## src/rtl/cdb_pkg.sv

```systemverilog
// Shared constants, requester IDs and the result-entry type for the CDB arbiter slice.
package cdb_pkg;

    localparam int NUM_REQ_DEF   = 4;
    localparam int ROB_IDX_W_DEF = 4;
    localparam int DATA_W_DEF    = 16;

    localparam int REQ_FXU0 = 0;
    localparam int REQ_FXU1 = 1;
    localparam int REQ_LSU  = 2;
    localparam int REQ_BR   = 3;

    typedef struct packed {
        logic [ROB_IDX_W_DEF-1:0] rob_idx;
        logic [DATA_W_DEF-1:0]    value;
    } cdb_entry_t;

endpackage

```

## src/rtl/cdb_result_fifo.sv

```systemverilog
// Per-producer result buffer: small circular FIFO holding {rob_idx, value} until the arbiter pops it.
module cdb_result_fifo #(
    parameter int DEPTH  = 2,
    parameter int IDX_W  = 4,
    parameter int DATA_W = 16,
    parameter int CNT_W  = $clog2(DEPTH) + 1
) (
    input  logic              clk,
    input  logic              rst,
    input  logic              flush,
    input  logic              push,
    input  logic [IDX_W-1:0]  push_rob_idx,
    input  logic [DATA_W-1:0] push_value,
    input  logic              pop,
    output logic [IDX_W-1:0]  head_rob_idx,
    output logic [DATA_W-1:0] head_value,
    output logic [CNT_W-1:0]  count,
    output logic              full,
    output logic              empty
);

    localparam int PTR_W = (DEPTH > 1) ? $clog2(DEPTH) : 1;

    logic [IDX_W-1:0]  mem_idx_r [DEPTH];
    logic [DATA_W-1:0] mem_val_r [DEPTH];
    logic [PTR_W-1:0]  wr_ptr_r;
    logic [PTR_W-1:0]  rd_ptr_r;
    logic [CNT_W-1:0]  count_r;

    function automatic logic [PTR_W-1:0] ptr_inc(input logic [PTR_W-1:0] p);
        return (p == PTR_W'(DEPTH - 1)) ? {PTR_W{1'b0}} : p + PTR_W'(1);
    endfunction

    // Storage, pointers and occupancy; flush beats push and pop.
    always_ff @(posedge clk or posedge rst) begin
        if (rst) begin
            wr_ptr_r <= '0;
            rd_ptr_r <= '0;
            count_r  <= '0;
            for (int i = 0; i < DEPTH; i++) begin
                mem_idx_r[i] <= '0;
                mem_val_r[i] <= '0;
            end
        end else if (flush) begin
            wr_ptr_r <= '0;
            rd_ptr_r <= '0;
            count_r  <= '0;
        end else begin
            if (push) begin
                mem_idx_r[wr_ptr_r] <= push_rob_idx;
                mem_val_r[wr_ptr_r] <= push_value;
                wr_ptr_r            <= ptr_inc(wr_ptr_r);
            end
            if (pop) begin
                rd_ptr_r <= ptr_inc(rd_ptr_r);
            end
            case ({push, pop})
                2'b10:   count_r <= count_r + CNT_W'(1);
                2'b01:   count_r <= count_r - CNT_W'(1);
                default: count_r <= count_r;
            endcase
        end
    end

    assign head_rob_idx = mem_idx_r[rd_ptr_r];
    assign head_value   = mem_val_r[rd_ptr_r];
    assign count        = count_r;
    assign full         = (count_r == CNT_W'(DEPTH));
    assign empty        = (count_r == CNT_W'(0));

endmodule

```

## src/rtl/cdb_arbiter.sv

```systemverilog
// Common-data-bus arbiter: grants up to NUM_LANES buffered results per cycle onto registered lanes.
// Define CDB_AGE_PRIORITY_EN to order candidates by ROB age (ties in round-robin order).
module cdb_arbiter
    import cdb_pkg::*;
#(
    parameter int NUM_REQ   = NUM_REQ_DEF,
    parameter int NUM_LANES = 2,
    parameter int BUF_DEPTH = 2,
    parameter int ROB_IDX_W = ROB_IDX_W_DEF,
    parameter int DATA_W    = DATA_W_DEF
) (
    input  logic                           clk,
    input  logic                           rst,
    input  logic                           flush,
    input  logic [ROB_IDX_W-1:0]           rob_head,
    input  logic [NUM_REQ-1:0]             req_valid,
    input  logic [NUM_REQ*ROB_IDX_W-1:0]   req_rob_idx,
    input  logic [NUM_REQ*DATA_W-1:0]      req_value,
    output logic [NUM_REQ-1:0]             req_ready,
    output logic [NUM_LANES-1:0]           cdb_valid,
    output logic [NUM_LANES*ROB_IDX_W-1:0] indices,
    output logic [NUM_LANES*DATA_W-1:0]    new_values,
    output logic                           stall_any
);

    localparam int CNT_W  = $clog2(BUF_DEPTH) + 1;
    localparam int RR_W   = (NUM_REQ > 1) ? $clog2(NUM_REQ) : 1;
    localparam int KEY_W  = ROB_IDX_W + RR_W;
    localparam int RANK_W = $clog2(NUM_REQ + 1);

    logic [ROB_IDX_W-1:0] head_idx_s [NUM_REQ];
    logic [DATA_W-1:0]    head_val_s [NUM_REQ];
    logic [CNT_W-1:0]     count_s    [NUM_REQ];
    logic [NUM_REQ-1:0]   full_s;
    logic [NUM_REQ-1:0]   empty_s;
    logic [NUM_REQ-1:0]   push_s;
    logic [NUM_REQ-1:0]   cand_s;
    logic [NUM_REQ-1:0]   grant_s;

    logic [RR_W-1:0]      dist_s [NUM_REQ];
    logic [KEY_W-1:0]     key_s  [NUM_REQ];
    logic [RANK_W-1:0]    rank_s [NUM_REQ];
    logic [RANK_W-1:0]    num_cand_s;

    logic [RR_W-1:0]      lane_sel_s [NUM_LANES];
    logic [NUM_LANES-1:0] lane_hit_s;
    logic [RR_W-1:0]      last_s;
    logic [RR_W-1:0]      last_dist_s;
    logic [RR_W-1:0]      rr_next_s;
    logic                 any_grant_s;

    logic [RR_W-1:0]      rr_ptr_r;
    logic [NUM_LANES-1:0] valid_r;
    logic [ROB_IDX_W-1:0] idx_r [NUM_LANES];
    logic [DATA_W-1:0]    val_r [NUM_LANES];
    logic                 stall_r;
    logic                 unused_s;

    // Ready comes from the registered count only, so a full buffer stays not-ready while popping.
    for (genvar r = 0; r < NUM_REQ; r++) begin : g_req
        assign req_ready[r] = (count_s[r] != CNT_W'(BUF_DEPTH));
        assign push_s[r]    = req_valid[r] & req_ready[r] & ~flush;

        cdb_result_fifo #(
            .DEPTH  (BUF_DEPTH),
            .IDX_W  (ROB_IDX_W),
            .DATA_W (DATA_W)
        ) u_fifo (
            .clk          (clk),
            .rst          (rst),
            .flush        (flush),
            .push         (push_s[r]),
            .push_rob_idx (req_rob_idx[r*ROB_IDX_W +: ROB_IDX_W]),
            .push_value   (req_value[r*DATA_W +: DATA_W]),
            .pop          (grant_s[r]),
            .head_rob_idx (head_idx_s[r]),
            .head_value   (head_val_s[r]),
            .count        (count_s[r]),
            .full         (full_s[r]),
            .empty        (empty_s[r])
        );
    end

    assign cand_s = ~empty_s;

    // Each candidate's rank is the number of candidates with a smaller sort key; keys are unique
    // because the scan distance from rr_ptr differs per requester. Rank k drives lane k.
    always_comb begin
        num_cand_s = '0;
        for (int r = 0; r < NUM_REQ; r++) begin
            dist_s[r] = RR_W'((r + NUM_REQ - int'(rr_ptr_r)) % NUM_REQ);
`ifdef CDB_AGE_PRIORITY_EN
            key_s[r]  = {head_idx_s[r] - rob_head, dist_s[r]};
`else
            key_s[r]  = {{ROB_IDX_W{1'b0}}, dist_s[r]};
`endif
            num_cand_s = num_cand_s + RANK_W'(cand_s[r]);
        end
        for (int r = 0; r < NUM_REQ; r++) begin
            rank_s[r] = '0;
            for (int j = 0; j < NUM_REQ; j++) begin
                rank_s[r] = rank_s[r] + RANK_W'(cand_s[j] && (key_s[j] < key_s[r]));
            end
            grant_s[r] = cand_s[r] && (rank_s[r] < RANK_W'(NUM_LANES));
        end
    end

    // Lane select per rank, and the granted requester furthest along the scan order for rr_ptr.
    always_comb begin
        lane_hit_s  = '0;
        last_s      = '0;
        last_dist_s = '0;
        for (int l = 0; l < NUM_LANES; l++) begin
            lane_sel_s[l] = '0;
            for (int r = 0; r < NUM_REQ; r++) begin
                lane_hit_s[l] = lane_hit_s[l] | (grant_s[r] && (rank_s[r] == RANK_W'(l)));
                lane_sel_s[l] = lane_sel_s[l] |
                                ((grant_s[r] && (rank_s[r] == RANK_W'(l))) ? RR_W'(r) : {RR_W{1'b0}});
            end
        end
        for (int r = 0; r < NUM_REQ; r++) begin
            last_s      = (grant_s[r] && (dist_s[r] >= last_dist_s)) ? RR_W'(r) : last_s;
            last_dist_s = (grant_s[r] && (dist_s[r] >= last_dist_s)) ? dist_s[r] : last_dist_s;
        end
        any_grant_s = |grant_s;
        rr_next_s   = RR_W'((int'(last_s) + 1) % NUM_REQ);
    end

    // Lane registers, stall flag and rotating pointer; flush leaves rr_ptr alone.
    always_ff @(posedge clk or posedge rst) begin
        if (rst) begin
            valid_r  <= '0;
            stall_r  <= 1'b0;
            rr_ptr_r <= '0;
            for (int l = 0; l < NUM_LANES; l++) begin
                idx_r[l] <= '0;
                val_r[l] <= '0;
            end
        end else if (flush) begin
            valid_r <= '0;
            stall_r <= 1'b0;
            for (int l = 0; l < NUM_LANES; l++) begin
                idx_r[l] <= '0;
                val_r[l] <= '0;
            end
        end else begin
            valid_r <= lane_hit_s;
            stall_r <= (num_cand_s > RANK_W'(NUM_LANES));
            for (int l = 0; l < NUM_LANES; l++) begin
                idx_r[l] <= lane_hit_s[l] ? head_idx_s[lane_sel_s[l]] : {ROB_IDX_W{1'b0}};
                val_r[l] <= lane_hit_s[l] ? head_val_s[lane_sel_s[l]] : {DATA_W{1'b0}};
            end
            if (any_grant_s) begin
                rr_ptr_r <= rr_next_s;
            end
        end
    end

    for (genvar l = 0; l < NUM_LANES; l++) begin : g_lane
        assign indices[l*ROB_IDX_W +: ROB_IDX_W] = idx_r[l];
        assign new_values[l*DATA_W +: DATA_W]    = val_r[l];
    end

    assign cdb_valid = valid_r;
    assign stall_any = stall_r;

`ifdef CDB_AGE_PRIORITY_EN
    assign unused_s = ^full_s;
`else
    assign unused_s = ^{full_s, rob_head};
`endif

endmodule
```

## config.mk

```make
export PLATFORM = sky130hd
export DESIGN_NAME = cdb_arbiter
export DESIGN_NICKNAME = d
export VERILOG_FILES = /design/src/rtl/cdb_pkg.sv /design/src/rtl/cdb_result_fifo.sv /design/src/rtl/cdb_arbiter.sv
export SDC_FILE = /design/constraint.sdc
export NUM_CORES = 1
export LEC_CHECK = 0
export BUFFER_PORTS_ARGS = -buffer_cell sky130_fd_sc_hd__buf_2
export CAP_MARGIN = 20
export CELL_PAD_IN_SITES_DETAIL_PLACEMENT = 1
export CELL_PAD_IN_SITES_GLOBAL_PLACEMENT = 2
export CORE_MARGIN = 3
export CORE_UTILIZATION = 44
export DETAILED_ROUTE_END_ITERATION = 16
export PLACE_DENSITY = 0.81
export SLEW_MARGIN = 0
export SYNTH_ARGS = -nofsm -noshare
export SYNTH_HDL_FRONTEND = slang
export SYNTH_HIERARCHICAL = 1
export SYNTH_SLANG_ARGS = --single-unit
```

## constraint.sdc

```tcl
create_clock -name clk -period 7.5 [get_ports clk]
set_input_delay 0.75 -clock clk [delete_from_list [all_inputs] [get_ports clk]]
set_output_delay 0.75 -clock clk [all_outputs]
set_load 0.02 [all_outputs]
```

==> summary.txt, run 1 <==
GRT
  – Total GRT Usage: 21.3%
  – Maximum number of pins on one net before global-route repair: 46
  – Total grt overflow: 0
  – First-pass GRT wire length: 46.5 mm
  – Initial antenna violation count: 1
  – Vias in the first global route: 7,859

Job
  – Max-cap violations: 0

Timing
  – Setup violators final: 0
  – Fmax: 218 MHz
  – Relative slew slack: 24.8%
  – Fin crit share: around three fifths
  – RSZ-0062 raised after global routing: no
  – Max-slew violations: 0
  – Final Hold Fails: 0
  – TNS Setup: 0 ns
  – Period minus WS final: 4.59 ns
  – Tightest Pin Transition: 1.12 ns
  – Worst hold slack: between 0.2 and 0.25 ns
  – Post-Route Skew: around 0.014 ns

Route
  – TritonRoute pass-1 iters: 6
  – Via count: 7,180
  – Drt first-iter violations: 316
  – Via density per instance: 5.47
  – Routed WL per cell: between 20 and 25 µm
  – DRC viols: 0
  – ANT nets after route: 0
  – Final WL: 29.9 mm

Finish
  – Share of cells above drive strength 1: 51.9%
  – Fin cells: 1,313
  – Commonest cells after routing, fill and taps aside: mux2_2 (238), dfrtp_1 (221), buf_2 (133), nor3_1 (46)
  – NumNets Final: 1,082
  – Most common cell after layout, fill and taps aside: mux2_2
  – Antenna fix cells: 0
  – Syn-to-layout area delta: 14.5%

Yosys
  – Syn Nets: 952
  – Syn. warnings: 6
  – Average size of a mapped cell: about 14 µm²
  – Synth Instances: 836
  – Post-Synthesis Cell Area: 0.0114 mm²

Die
  – Die span in y: 167 µm
  – Core Region: 0.0253 mm²
  – Die Width: 167 µm
  – # IOs: ~140
  – Starting Density: ~45%
  – Die area: 0.0278 mm²
  – Placement row count: 58

Run status
  – Outcome: finished clean

Clocking
  – Worst-skew pair later-pin latency: 0.54 ns
  – # H-tree levels: 1
  – CTS Buf Count: 25
  – CTS clk-pin slew, worst paths: 0.06 ns
  – Post-cts hold buffer count: 0
  – Setup Fix Bufs, Post-CTS: 0
  – Clock sink total: between 200 and 250
  – Root Buffer: clkbuf_16
  – CTS tree: done
  – Post-CTS Resized: 0
  – Clock buffer depth: 3

Place
  – Gpl congestion: 0.838
  – DP Wirelength: 21.0 mm
  – Placed cells: 1,265
  – # port buffers: 133

Power and ir drop
  – Power per cell area: 510 mW/mm²
  – Leakage: a little under 6 nW
  – Peak VDD IR: ~0.21 mV

Critical path
  – Worst Setup Start Kind: flop
  – WP data required: around 8.0 ns
  – Crit Path Max Fanout: 6
  – Setup CP Type: reg2reg
  – Worst Path Arrival: 5.06 ns
  – Crit end category: flop

Worst hold path
  – Hold Crit Class: in2async
-- metrics by stage --
stage	total power, mW	instance area, µm²	utilization (%)	worst slack, ns
2_1_floorplan	4.64	11400	-	3.63
3_3_place_gp	5.41	12200	48.3	3.02
3_5_place_dp	5.50	12200	48.3	2.97
4_1_cts	6.71	12900	51.2	2.90
5_1_grt	7.08	13000	51.5	2.61
6_report	6.63	13000	51.5	2.91
-- worst paths after layout --
check / from / to / slack [ns] / depth (start not counted)
min: rst / new_values[17] / 0.20 / 2
max: g_req[3].u_fifo/count[0] / rr_ptr_r[0] / 2.91 / 16
max in group asynchronous: rst / g_req[1].u_fifo/mem_val_r[16] / 6.61 / 3
max reg2reg: g_req[3].u_fifo/count[0] / rr_ptr_r[0] / 2.91 / 16
min reg2reg: g_req[3].u_fifo/mem_idx_r[6] / g_req[3].u_fifo/mem_idx_r[6] / 0.48 / 1
min in group clk: req_rob_idx[6] / g_req[1].u_fifo/mem_idx_r[6] / 0.44 / 2
-- layer usage --
| metal | global-route usage, % | up-vias | part of all wire, % |
|---|---|---|---|
| met4 | 3.91 | 2 | 1.8 |
| met2 | 36.4 | 133 | 49 |
| met3 | 3.63 | 39 | 4.9 |
| met5 | 0 | - | 0.044 |
| li1 | - | 3289 | - |
| met1 | 29.0 | 3717 | 44 |
-- state kept, by name (all words and copies together) (netlist names) --
name,flops
g_req.u_fifo/count,8
g_req.u_fifo/wr_ptr_r,4
indices,8
rr_ptr_r,2
stall_any,1
g_req.u_fifo/mem_idx_r,32
new_values,32
cdb_valid,2
g_req.u_fifo/rd_ptr_r,4
g_req.u_fifo/mem_val_r,128
-- area by class of cell --
class                           count  area, µm²
Fill cell                        2613      12200
Sequential cell                   221       5530
Multi-Input combinational cell    547       5400
Timing Repair Buffer              152        843
Clock buffer                       38        684
Tap cell                          330        413
Inverter                           19       71.3
Clock inverter                      6       70.1
-- where the power goes --
part	internal (mW)	switching (mW)
clock	0.664	0.484
sequential	1.69	0.314
combinational	1.46	2.02
-- worst max-delay path, stage by stage, from the launching register on --
cell       delay (ns)
dfrtp_1          0.43
nor2_1           0.58
nor2_1           0.18
fa_1             0.57
nor3_1           0.38
nor3_1           0.15
mux2_2           0.30
ha_1             0.28
nand2b_1         0.17
a21oi_1          0.29
o21ai_0          0.13
a2bb2oi_1        0.19
ha_1             0.24
nand2b_1         0.14
a21o_1           0.17
a21oi_1          0.19
a22o_1           0.15
Note: power is estimated with default switching activity, not from simulation.
==> run 2: changes to the inputs <==
--- a/config.mk
+++ b/config.mk
@@ -10,9 +10,9 @@
 export CELL_PAD_IN_SITES_DETAIL_PLACEMENT = 1
 export CELL_PAD_IN_SITES_GLOBAL_PLACEMENT = 2
 export CORE_MARGIN = 3
-export CORE_UTILIZATION = 44
+export CORE_UTILIZATION = 37
 export DETAILED_ROUTE_END_ITERATION = 16
-export PLACE_DENSITY = 0.81
+export PLACE_DENSITY = 0.72
 export SLEW_MARGIN = 0
 export SYNTH_ARGS = -nofsm -noshare
 export SYNTH_HDL_FRONTEND = slang
==> constraint.sdc (replaced) <==
create_clock -name clk -period 4.1 [get_ports clk]
set_input_delay 0.41 -clock clk [delete_from_list [all_inputs] [get_ports clk]]
set_output_delay 0.41 -clock clk [all_outputs]
set_load 0.02 [all_outputs]
==> run 2 against run 1 <==
  * Total power is 91% higher
  * Die area is 18% higher
  * First-iteration DRC count is 2.8% higher
  * Register-to-register slack worse by 2.7 ns
  * Maximum frequency is 20% higher
  * Worst setup slack worse by 2.7 ns
  * Clock skew is 0.0028 ns higher
  * Flip-flop and latch count stayed put
  * Critical path depth is 1 higher
  * Highest routed layer is now met4
==> summary.txt, run 2 (synthesis gave the netlist of run 1 again) <==
Die
  – Die area: 0.0329 mm² (was 0.0278 mm²)
  – Core Region: 0.0300 mm² (was 0.0253 mm²)
  – Die Width: 181 µm (was 167 µm)
  – # IOs: 138 (unchanged)
  – Placement row count: 63 (was 58)
  – Die span in y: 181 µm (was 167 µm)
  – Starting Density: 37.9% (was 45.0%)

Power and ir drop
  – Power per cell area: 945 mW/mm² (was 510 mW/mm²)
  – Sw Ratio: 41.3% (was 42.4%)
  – NetSw: 5.22 mW (was 2.82 mW)
  – Clock network power share: 19.4% (was 17.3%)
  – Combinational Power Share: 51.7% (was 52.4%)
  – Peak VDD IR: 0.433 mV (was 0.207 mV)
  – Total power: 12.6 mW (was 6.63 mW)
  – Seq pwr share: 28.9% (was 30.3%)
  – Leakage: 5.97 nW (was 5.81 nW)
  – Power Internal: 7.42 mW (was 3.82 mW)

Clocking
  – Clock sink total: 221 (unchanged)
  – Clock buffer depth: 3 (unchanged)
  – CTS Buf Count: 26 (was 25)
  – Worst-skew pair later-pin latency: 0.52 ns (was 0.54 ns)
  – # H-tree levels: 1 (unchanged)
  – Root Buffer: clkbuf_16 (unchanged)
  – CTS clk-pin slew, worst paths: 0.06 ns (about the same)
  – CTS tree: done (unchanged)

Critical path
  – Worst Path Arrival: 4.29 ns (was 5.06 ns)
  – Crit end category: flop (unchanged)
  – WP data required: 4.56 ns (was 7.97 ns)
  – Critical path startpoint: rr_ptr_r[1] (was g_req[3].u_fifo/count[0])
  – Crit Path Max Fanout: 6 (unchanged)
  – Setup CP Type: reg2reg (unchanged)
  – Worst Setup Start Kind: flop (unchanged)
  – RR Startpoint: rr_ptr_r[1] (was g_req[3].u_fifo/count[0])
  – R2r setup slk: 0.26 ns (was 2.91 ns)

Place
  – Placed cells: 1,344 (was 1,265)
  – Area after DPL: 0.0124 mm² (was 0.0122 mm²)
  – Setup WS pre-CTS: 0.163 ns (was 2.97 ns)
  – DP Wirelength: 22.0 mm (was 21.0 mm)
  – Gpl congestion: 0.843 (was 0.838)
  – # port buffers: 133 (unchanged)

GRT
  – Vias in the first global route: 7,676 (was 7,859)
  – Initial antenna violation count: 0 (was 1)
  – Total GRT Usage: 18.3% (was 21.3%)
  – Maximum number of pins on one net before global-route repair: 46 (unchanged)
  – First-pass GRT wire length: 46.9 mm (was 46.5 mm)
  – Total grt overflow: 0 (unchanged)

Finish
  – NumNets Final: 1,100 (was 1,082)
  – Syn-to-layout area delta: 17.7% (was 14.5%)
  – Largest register FFs: 128 (unchanged)
  – Fill cells: 3,128 (was 2,613)
  – Fin cells: 1,393 (was 1,313)
  – Util after Layout: 44.6% (was 51.5%)
  – Design area: 0.0134 mm² (was 0.0130 mm²)
  – Share of cells above drive strength 1: 53.9% (was 51.9%)
  – Reg with most FFs: g_req.u_fifo/mem_val_r (unchanged)
  – Most common cell after layout, fill and taps aside: mux2_2 (unchanged)
  – Antenna fix cells: 0 (unchanged)
  – Commonest cells after routing, fill and taps aside: mux2_2 (238), dfrtp_1 (221), buf_2 (133), nor3_1 (44) (was mux2_2 (238), dfrtp_1 (221), buf_2 (133), nor3_1 (46))

Worst hold path
  – Worst hold start: req_rob_idx[14]
  – Hold Crit Class: in2reg (was in2async)

Timing
  – Setup violators final: 0 (unchanged)
  – Fin crit share: 93.6% (was 61.1%)
  – Worst hold slack: 0.131 ns (was 0.203 ns)
  – Fmax: 261 MHz (was 218 MHz)
  – Post-Route Skew: 0.0164 ns (was 0.0136 ns)
  – Tightest Pin Transition: 0.996 ns (was 1.12 ns)
  – Relative slew slack: 33.6% (was 24.8%)
  – Final WS setup: 0.263 ns (was 2.91 ns)
  – TNS Setup: 0 ns (unchanged)
  – Max-slew violations: 0 (unchanged)
  – Period minus WS final: 3.84 ns (was 4.59 ns)
  – Final Hold Fails: 0 (unchanged)

Route
  – Routed WL per cell: 21.7 µm (was 22.7 µm)
  – Final WL: 30.3 mm (was 29.9 mm)
  – ANT nets after route: 0 (unchanged)
  – Via count: 7,119 (was 7,180)
  – DRC viols: 0 (unchanged)
  – TritonRoute pass-1 iters: 4 (was 6)
  – Drt first-iter violations: 325 (was 316)
  – Via density per instance: 5.11 (was 5.47)

Run status
  – Outcome: finished clean (unchanged)

Job
  – Max-cap violations: 0 (unchanged)
[run 2: changes by cell type in the layout (fill, tap and decap cells not counted), sizes merged]
cell         previous run  this run
buf                   152       168
clkinvlp                0         1
inv                    19        18
bufinv                  1         3
clkbuf                 38        39
dlygate4sd3             0         1
[run 2: final cells by class]
class	instances	area (µm²)	area share (%)
tap	390	488	3.65
sequential	221	5530	41.4
clock inverter	8	124	0.926
clock buffer	39	801	5.99
timing repair buffer	169	951	7.11
multi-input combinational	547	5410	40.4
inverter	19	71.3	0.533
[run 2: worst paths after layout]
check / depth (start not counted) / endpoint
setup / recovery: 17 / rr_ptr_r[1]
hold / removal: 2 / g_req[3].u_fifo/mem_idx_r[6]
setup reg to reg: 17 / rr_ptr_r[1]
hold reg to reg: 1 / g_req[2].u_fifo/mem_idx_r[6]
max in group asynchronous: 4 / g_req[2].u_fifo/mem_val_r[21]
min in group asynchronous: 3 / stall_any
[run 2: critical path, stage by stage, from the launching register on]
cell,delay (ns)
dfrtp_1,0.45
inv_2,0.14
ha_1,0.24
nor2_1,0.11
fa_1,0.47
nor3_2,0.19
nor3_2,0.08
mux2_2,0.27
ha_1,0.26
nand2b_1,0.16
a21oi_2,0.22
o21ai_0,0.10
a2bb2oi_1,0.17
ha_1,0.24
nand2b_1,0.14
a21o_1,0.18
a21oi_1,0.19
a22o_1,0.15
[run 2: repair_timing]
action / in CTS / in global routing
hold buffers: 1 / 0
setup endpoints to repair: 0 / 2
resized for setup: 0 / 4
endpoints found under the hold margin: 5 / 0
setup buffers: 0 / 0
[run 2: layer usage]
metal	wire, µm	track usage [%]
met1	14200	26.1
met2	14600	30.2
met3	955	2.42
met4	525	3.35
met5	0	0
[run 2: power by group through the flow]
stage                     Clock [mW]  Sequential, mW  Combinational, mW
after floorplan                    0            3.55               4.93
after global placement             0            3.65               6.45
after detailed placement           0            3.70               6.53
after CTS                       2.51            3.67               6.56
after global routing            2.61            3.78               7.08
final                           2.45            3.65               6.54
